<file path="config.mk">
export PLATFORM = sky130hd
export DESIGN_NAME = uart_rx
export DESIGN_NICKNAME = d
export VERILOG_FILES = /design/src/rtl/uart_rx.sv
export SDC_FILE = /design/constraint.sdc
export NUM_CORES = 1
export LEC_CHECK = 0
export CORE_ASPECT_RATIO = 0.8
export CORE_MARGIN = 8
export CORE_UTILIZATION = 45
export CTS_CLUSTER_DIAMETER = 80
export DETAILED_ROUTE_END_ITERATION = 8
export GPL_ROUTABILITY_DRIVEN = 0
export PLACE_DENSITY = 0.66
export SLEW_MARGIN = 40
export SYNTH_ARGS = -nofsm -noshare
export SYNTH_HDL_FRONTEND = slang
export SYNTH_SLANG_ARGS = --single-unit
</file>
<file path="constraint.sdc">
create_clock -name sys_clk -period 3.9 [get_ports sys_clk]
set_input_delay 0.975 -clock sys_clk [delete_from_list [all_inputs] [get_ports sys_clk]]
set_output_delay 0.975 -clock sys_clk [all_outputs]
set_load 0.02 [all_outputs]
</file>
<file path="src/rtl/uart_rx.sv">
// 8N1 UART receiver with a 2-flop input synchronizer, mid-bit sampling and a
// single-entry holding register that reports framing errors and overruns.
module uart_rx #(
  parameter int BAUD_DIV = 2813,
  parameter int HALF_DIV = BAUD_DIV / 2
) (
  input  logic       sys_clk,
  input  logic       rst_n,
  input  logic       uartRx,
  input  logic       rx_ready,
  output logic [7:0] rx_data,
  output logic       rx_valid,
  output logic       frame_err,
  output logic       overrun
);

  localparam logic [15:0] BAUD_LAST = 16'(BAUD_DIV - 1);
  localparam logic [15:0] HALF_LAST = 16'(HALF_DIV - 1);

  typedef enum logic [2:0] {IDLE, START, DATA, STOP, WAIT_HIGH} state_t;

  state_t      state_q, state_d;
  logic [15:0] cnt_q, cnt_d;
  logic [2:0]  idx_q, idx_d;
  logic [7:0]  shift_q, shift_d;
  logic [7:0]  rx_data_q, rx_data_d;
  logic        rx_valid_q, rx_valid_d;
  logic        frame_err_q, frame_err_d;
  logic        overrun_q, overrun_d;
  logic        sync1_q, sync2_q;
  logic [1:0]  settle_q;
  logic        armed_q, armed_d;
  logic        deliver;
  logic        rx_s;

  assign rx_s = sync2_q;

  // A start edge is only accepted once the line has been seen high after
  // reset, so a reset in the middle of a frame cannot resync on a data bit.
  always_comb begin
    state_d     = state_q;
    cnt_d       = cnt_q;
    idx_d       = idx_q;
    shift_d     = shift_q;
    rx_data_d   = rx_data_q;
    rx_valid_d  = rx_valid_q;
    frame_err_d = 1'b0;
    overrun_d   = 1'b0;
    deliver     = 1'b0;
    armed_d     = armed_q | (settle_q[1] & rx_s);

    if (rx_valid_q && rx_ready) rx_valid_d = 1'b0;

    case (state_q)
      IDLE: begin
        cnt_d = 16'd0;
        idx_d = 3'd0;
        if (armed_q && !rx_s) state_d = START;
      end
      START: begin
        if (cnt_q == HALF_LAST) begin
          cnt_d   = 16'd0;
          idx_d   = 3'd0;
          state_d = rx_s ? IDLE : DATA;
        end else begin
          cnt_d = cnt_q + 16'd1;
        end
      end
      DATA: begin
        if (cnt_q == BAUD_LAST) begin
          cnt_d          = 16'd0;
          shift_d[idx_q] = rx_s;
          if (idx_q == 3'd7) state_d = STOP;
          else               idx_d   = idx_q + 3'd1;
        end else begin
          cnt_d = cnt_q + 16'd1;
        end
      end
      STOP: begin
        if (cnt_q == BAUD_LAST) begin
          cnt_d = 16'd0;
          if (rx_s) begin
            deliver = 1'b1;
            state_d = IDLE;
          end else begin
            frame_err_d = 1'b1;
            state_d     = WAIT_HIGH;
          end
        end else begin
          cnt_d = cnt_q + 16'd1;
        end
      end
      WAIT_HIGH: begin
        cnt_d = 16'd0;
        if (rx_s) state_d = IDLE;
      end
      default: state_d = IDLE;
    endcase

    // A byte completing in the same cycle the consumer takes the old one replaces it.
    if (deliver) begin
      if (!rx_valid_q || rx_ready) begin
        rx_data_d  = shift_q;
        rx_valid_d = 1'b1;
      end else begin
        overrun_d = 1'b1;
      end
    end
  end

  always_ff @(posedge sys_clk) begin
    if (!rst_n) begin
      state_q     <= IDLE;
      cnt_q       <= 16'd0;
      idx_q       <= 3'd0;
      shift_q     <= 8'h00;
      rx_data_q   <= 8'h00;
      rx_valid_q  <= 1'b0;
      frame_err_q <= 1'b0;
      overrun_q   <= 1'b0;
      sync1_q     <= 1'b1;
      sync2_q     <= 1'b1;
      settle_q    <= 2'b00;
      armed_q     <= 1'b0;
    end else begin
      state_q     <= state_d;
      cnt_q       <= cnt_d;
      idx_q       <= idx_d;
      shift_q     <= shift_d;
      rx_data_q   <= rx_data_d;
      rx_valid_q  <= rx_valid_d;
      frame_err_q <= frame_err_d;
      overrun_q   <= overrun_d;
      sync1_q     <= uartRx;
      sync2_q     <= sync1_q;
      settle_q    <= {settle_q[0], 1'b1};
      armed_q     <= armed_d;
    end
  end

  assign rx_data   = rx_data_q;
  assign rx_valid  = rx_valid_q;
  assign frame_err = frame_err_q;
  assign overrun   = overrun_q;

endmodule

</file>
==> impl_metrics.py, run 1 <==
metrics = {
    "run_status": {
        "status": "finished, final reports clean",
    },
    "critical_path": {
        "arrival_ns": 2.69,
        "critPathBufInv": 0,
        "path_delay_family": "simple AND/OR/NAND/NOR gates",
        "slowest_stage": "or4_4",
        "crit_top_cell": "or4_4",
        "path_max_fanout": 8,
        "crit_chain": "or4_4, or4_4, nor3_4, mux2i_1, nor2_1",
        "worstSetupPathType": "reg2reg",
        "setup.worst_path.end_class": "flip-flop",
        "critPathLaunchType": "flip-flop",
        "cp_data_required_time_ns": 4.07,
        "crit_path_max_incr_delay_ns": 0.63,
    },
    "logic_synthesis": {
        "synth_area_um2": 2160,
        "yosys_warnings": 0,
        "netlist_instances": 249,
        "ys_top_cells_by_count": "dfxtp_1 (46), nand2_1 (33), nor2_1 (31)",
        "synth_flop_cell": "dfxtp_1",
        "yosys.cell_types.count": 47,
        "yosys.area.top_type_share": 0.427,
        "synth_area_per_cell_um2": 8.66,
        "syn-num-nets": 258,
        "ys_seq_area_frac": 0.427,
        "synth-async-reset-ratio": 0,
        "synth_top_cell_by_area": "dfxtp_1",
        "ys_ff_latch": 46,
        "synth.area.top_cells": "dfxtp_1 (43%), mux2i_1 (7.9%), nand2_1 (5.7%), nor2_1 (5.4%), nand3_1 (3.3%)",
        "yosysMostFrequentCell": "dfxtp_1",
        "synth-edff-count": 0,
    },
    "timing": {
        "hold_violations": 0,
        "worst_slew_pin_slew_ns": 0.609,
        "slew-limit-headroom": 0.592,
        "drv_slew": 0,
        "period_minus_slack_ns": 2.51,
        "finalSetupViolations": 0,
        "clock_skew_ns": 0.00920,
        "rsz0062_at_grt": "false",
        "whs_ns": 0.411,
        "max_freq_mhz": 398,
        "fin_tns_setup_ns": 0,
        "post-route-period-util": 0.645,
    },
    "final_layout": {
        "layoutNonFillerInstCount": 322,
        "nFillCells": 422,
        "antenna-diode-count": 0,
        "layout-drive-gt1-share": 0.0496,
        "regArea_um2": 921,
        "post-route-util": 0.531,
        "nets": 270,
        "multiInputGateArea_um2": 1160,
        "area_growth_pct": 13.3,
    },
    "global_route": {
        "gr-total-overflow": 0,
        "first_global_vias": 1586,
        "grt_usage": 0.129,
        "grt_antenna_before_repair": 0,
        "grt_pass1_wl_mm": 7.67,
        "grt_max_degree": 17,
    },
    "routing": {
        "num_vias": 1703,
        "wl_mm": 4.47,
        "drt_iter0_markers": 171,
        "drt_first_pass_iters": 4,
        "drc": 0,
        "wire_per_inst_um": 13.9,
        "antenna_left": 0,
        "via_per_inst": 5.29,
    },
    "placement": {
        "portBuffers": 14,
        "dp_hpwl_mm": 3.24,
        "place_inst": 314,
    },
    "pwr": {
        "clkPwrFrac": 0.417,
        "peakVddDrop_v": 0.000206,
        "powerDensity_nw_per_um2": 345,
        "seq_power_share": 0.563,
        "power_leakage_nw": 0.873,
        "comb_power_share": 0.020,
        "switchingPower_mw": 0.173,
        "switching_share": 0.205,
        "p_int_mw": 0.669,
    },
    "clock_tree": {
        "clkSinkCount": 46,
        "clk_path_buf_depth": 2,
        "post-cts-setup-buffer-count": 0,
        "cts_made_buffers": 5,
        "hold_buffers": 0,
        "path_clk_slew_ns": 0.08,
        "ctsResizeCount": 0,
        "clk_latency_ns": 0.30,
        "cts-root-buf": "clkbuf_8",
        "cts.htree.levels": 2,
        "cts_tree": "yes",
    },
    "worst_hold_path": {
        "holdCritPathClass": "reg2reg",
    },
    "floorplanning": {
        "rows": 22,
        "die_h_um": 77.9,
        "fp.dieW_um": 93.4,
        "pin_count": 15,
        "die_area_um2": 7280,
        "core_area_um2": 4600,
        "initial_utilization": 0.469,
    },
    "run": {
        "maxCapViolCount": 0,
    },
}
flip-flops by register name, summed over array words and instances, names as in the netlist:
signal	flops
frame_err	1
sync1_q	1
overrun	1
cnt_q	16
rx_data	8
idx_q	3
state_q	3
settle_q	2
shift_q	8
armed_q	1
rx_s	1
rx_valid	1
cell usage in the layout, fill, tap and decap left out, drive strengths merged, types with 6 or more instances in the layout:
cell type,instances
dfxtp,46
nand2,33
nor2,31
mux2i,17
nand3,14
clkdlybuf4s50,14
nor3,9
inv,8
nand4,6
xnor2,6
o21ai,6
clkbuf,6
layer usage:
layer	part of all wire	global-route usage	vias to the layer above
li1	-	-	895
met1	0.56	0.197	770
met2	0.38	0.160	33
met3	0.051	0.0337	5
met4	0.0098	0.0514	0
met5	0	0	-
final cells by class:
cell class	instances	share of cell area
multi-input cells	185	0.474
flip-flops and latches	46	0.377
repair buffers	15	0.0605
well taps	60	0.0307
clock buffers	6	0.0297
clock inverters	2	0.0154
inverters	8	0.0123
per-stage QoR:
step	worst slack, ns	total power [mW]	area [um^2]
after global routing	1.26	0.868	2440
after global placement	1.28	0.502	2330
after floorplan	1.57	0.494	2160
after CTS	1.40	0.848	2440
after detailed placement	1.22	0.502	2330
final	1.39	0.842	2440
cell families (layout without fill, tap and decap cells):
group | after synthesis | after routing | synth area share
mux | 18 | 18 | 0.0842
xor+xnor | 9 | 9 | 0.0366
fa+ha+maj | 5 | 5 | 0.0290
simple gates | 127 | 127 | 0.305
buf+inv | 18 | 31 | 0.0354
compound gates | 26 | 26 | 0.0830
flops | 46 | 46 | 0.427
power by group through the flow:
stage	clock, mW	combinational [mW]	sequential (mW)
floorplan	0	0.0102	0.484
global placement	0	0.0167	0.485
detailed placement	0	0.0169	0.485
CTS	0.357	0.0169	0.474
global route	0.375	0.0189	0.474
finish	0.351	0.0170	0.474
path summary, 6_finish.rpt:
| kind | depth (start not counted) | from | to | slack, ns |
|---|---|---|---|---|
| hold / removal | 1 | sync1_q | rx_s | 0.41 |
| hold reg to reg | 1 | sync1_q | rx_s | 0.41 |
| setup / recovery | 5 | cnt_q[12] | rx_data[4] | 1.39 |
| setup reg to reg | 5 | cnt_q[12] | rx_data[4] | 1.39 |
Note: power is estimated with default switching activity, not from simulation.
==> run 2, diff against run 1 <==
Clock period 3.9 ns to 2.51 ns, I/O delays scaled along.
==> run 2 against run 1 <==
Effect of this change:
- via count rose by 3.3%
- setup slack worse by 1.2 ns
- clock skew shrank 0.0026 ns
- global-route usage up 0.21 points
- core utilization increased by 1.9 points
- critical path depth stayed put
- non-clock buffer count is 8 higher
- sequential power is 55% higher
- die area unchanged
- critical path type unchanged
==> impl_metrics.py, run 2 (synthesized netlist as in run 1, its figures left out) <==
metrics = {
    "placement": {
        "portBuffers": 14,
        "dp_hpwl_mm": 3.28,
    },
    "clock_tree": {
        "cts-root-buf": "clkbuf_8",
        "hold_buffers": 0,
        "clk_latency_ns": 0.30,
        "post-cts-setup-buffer-count": 0,
        "cts_made_buffers": 5,
        "cts.htree.levels": 2,
        "path_clk_slew_ns": 0.09,
        "clkSinkCount": 46,
        "clk_path_buf_depth": 2,
        "cts_tree": "yes",
    },
    "critical_path": {
        "worstSetupPathType": "reg2reg",
        "timing.rr.start": "cnt_q[12]",
        "setup.worst_path.end_class": "flip-flop",
        "critPathLaunchType": "flip-flop",
        "ff2ff_path_depth": 5,
        "arrival_ns": 2.54,
        "path_max_fanout": 6,
        "regToRegSetupSlack_ns": 0.16,
        "cp_data_required_time_ns": 2.70,
        "reg2reg_to": "idx_q[0]",
    },
    "global_route": {
        "grt_pass1_wl_mm": 7.77,
        "grt_max_degree": 17,
        "gr-total-overflow": 0,
        "grt_antenna_before_repair": 0,
        "first_global_vias": 1591,
        "grt_usage": 0.131,
    },
    "timing": {
        "fin_tns_setup_ns": 0,
        "clock_skew_ns": 0.00657,
        "rsz0062_at_grt": "false",
        "finalSetupViolations": 0,
        "drv_slew": 0,
        "period_minus_slack_ns": 2.35,
        "max_freq_mhz": 425,
        "post-route-period-util": 0.936,
        "hold_violations": 0,
        "slew-limit-headroom": 0.650,
        "worst_slew_pin_slew_ns": 0.521,
    },
    "final_layout": {
        "post-route-util": 0.551,
        "nets": 278,
        "area_growth_pct": 17.4,
        "antenna-diode-count": 0,
        "final_common_cell": "dfxtp_1",
        "top_register": "cnt_q",
        "layout-drive-gt1-share": 0.0852,
        "layout_common_cells": "dfxtp_1 (46), nand2_1 (33), nor2_1 (31), mux2i_1 (17)",
        "largest_reg_flops": 16,
        "nFillCells": 413,
    },
    "routing": {
        "wire_per_inst_um": 13.6,
        "wl_mm": 4.48,
        "via_per_inst": 5.33,
        "drt_iter0_markers": 200,
        "drt_first_pass_iters": 4,
        "num_vias": 1760,
        "antenna_left": 0,
        "drc": 0,
    },
    "worst_hold_path": {
        "holdCritPathClass": "reg2reg",
        "min_from": "sync1_q",
        "whs_endpoint": "rx_s",
        "hold_path_depth": 1,
    },
    "run": {
        "maxCapViolCount": 0,
    },
    "floorplanning": {
        "die_area_um2": 7280,
        "die_h_um": 77.9,
        "core_area_um2": 4600,
        "pin_count": 15,
        "rows": 22,
        "fp.dieW_um": 93.4,
        "initial_utilization": 0.469,
    },
    "run_status": {
        "status": "finished, final reports clean",
    },
    "pwr": {
        "peakVddDrop_v": 0.000384,
        "power_leakage_nw": 0.931,
        "powerDensity_nw_per_um2": 562,
    },
}
run 2: layout make-up:
cell class	count	area, um^2	share of cell area
clock buffer	5	68.8	0.0272
clock inverter	3	68.8	0.0272
inverter	8	30.0	0.0119
multi-input combinational	185	1160	0.458
sequential	46	921	0.364
tap	60	75.1	0.0297
timing repair buffer	23	208	0.0821
run 2: critical path, stage by stage, from the launching register on:
cell     delay, ns
dfxtp_1       0.35
or4_4         0.56
or4_2         0.75
o21ai_0       0.17
a31oi_1       0.14
mux2_2        0.27
run 2: routing by layer:
layer / track usage / share of wire
met1: 0.191 / 0.54
met2: 0.178 / 0.39
met4: 0.0449 / 0.016
met5: 0 / 0
met3: 0.0337 / 0.056
run 2: where the power goes:
| part | internal [mW] | leakage [nW] | total (mW) | switching, mW |
|---|---|---|---|---|
| Clock | 0.399 | 0.0683 | 0.657 | 0.258 |
| Combinational | 0.0115 | 0.491 | 0.0285 | 0.0170 |
| Sequential | 0.734 | 0.372 | 0.737 | 0.00315 |
| Total | 1.14 | 0.931 | 1.42 | 0.278 |
run 2: stage by stage:
stage	setup slack, ns	hold WS (ns)	cells	total power, mW	cell area (um^2)
after global routing	0.0422	0.449	330	1.47	2530
after CTS	0.0437	0.416	330	1.43	2530
after detailed placement	0.0598	0.393	322	0.783	2390
after global placement	0.0905	0.389	322	0.782	2390
final	0.160	0.415	330	1.42	2530
after floorplan	0.177	0.386	249	0.768	2160
run 2: repair_timing:
item | in CTS | in global routing
endpoints found under the hold margin | 0 | 0
resized for setup | 0 | 1
endpoints found under the setup margin | 0 | 10
run 2: worst max path at each step:
stage	startpoint	endpoint	slack, ns	cells after the start
after floorplan	cnt_q[12]	rx_data[0]	0.18	6
after global placement	cnt_q[12]	cnt_q[2]	0.09	5
after detailed placement	cnt_q[12]	cnt_q[2]	0.06	5
after CTS	cnt_q[12]	cnt_q[2]	0.04	5
after global routing	cnt_q[12]	idx_q[0]	0.04	5
final	cnt_q[12]	idx_q[0]	0.16	5
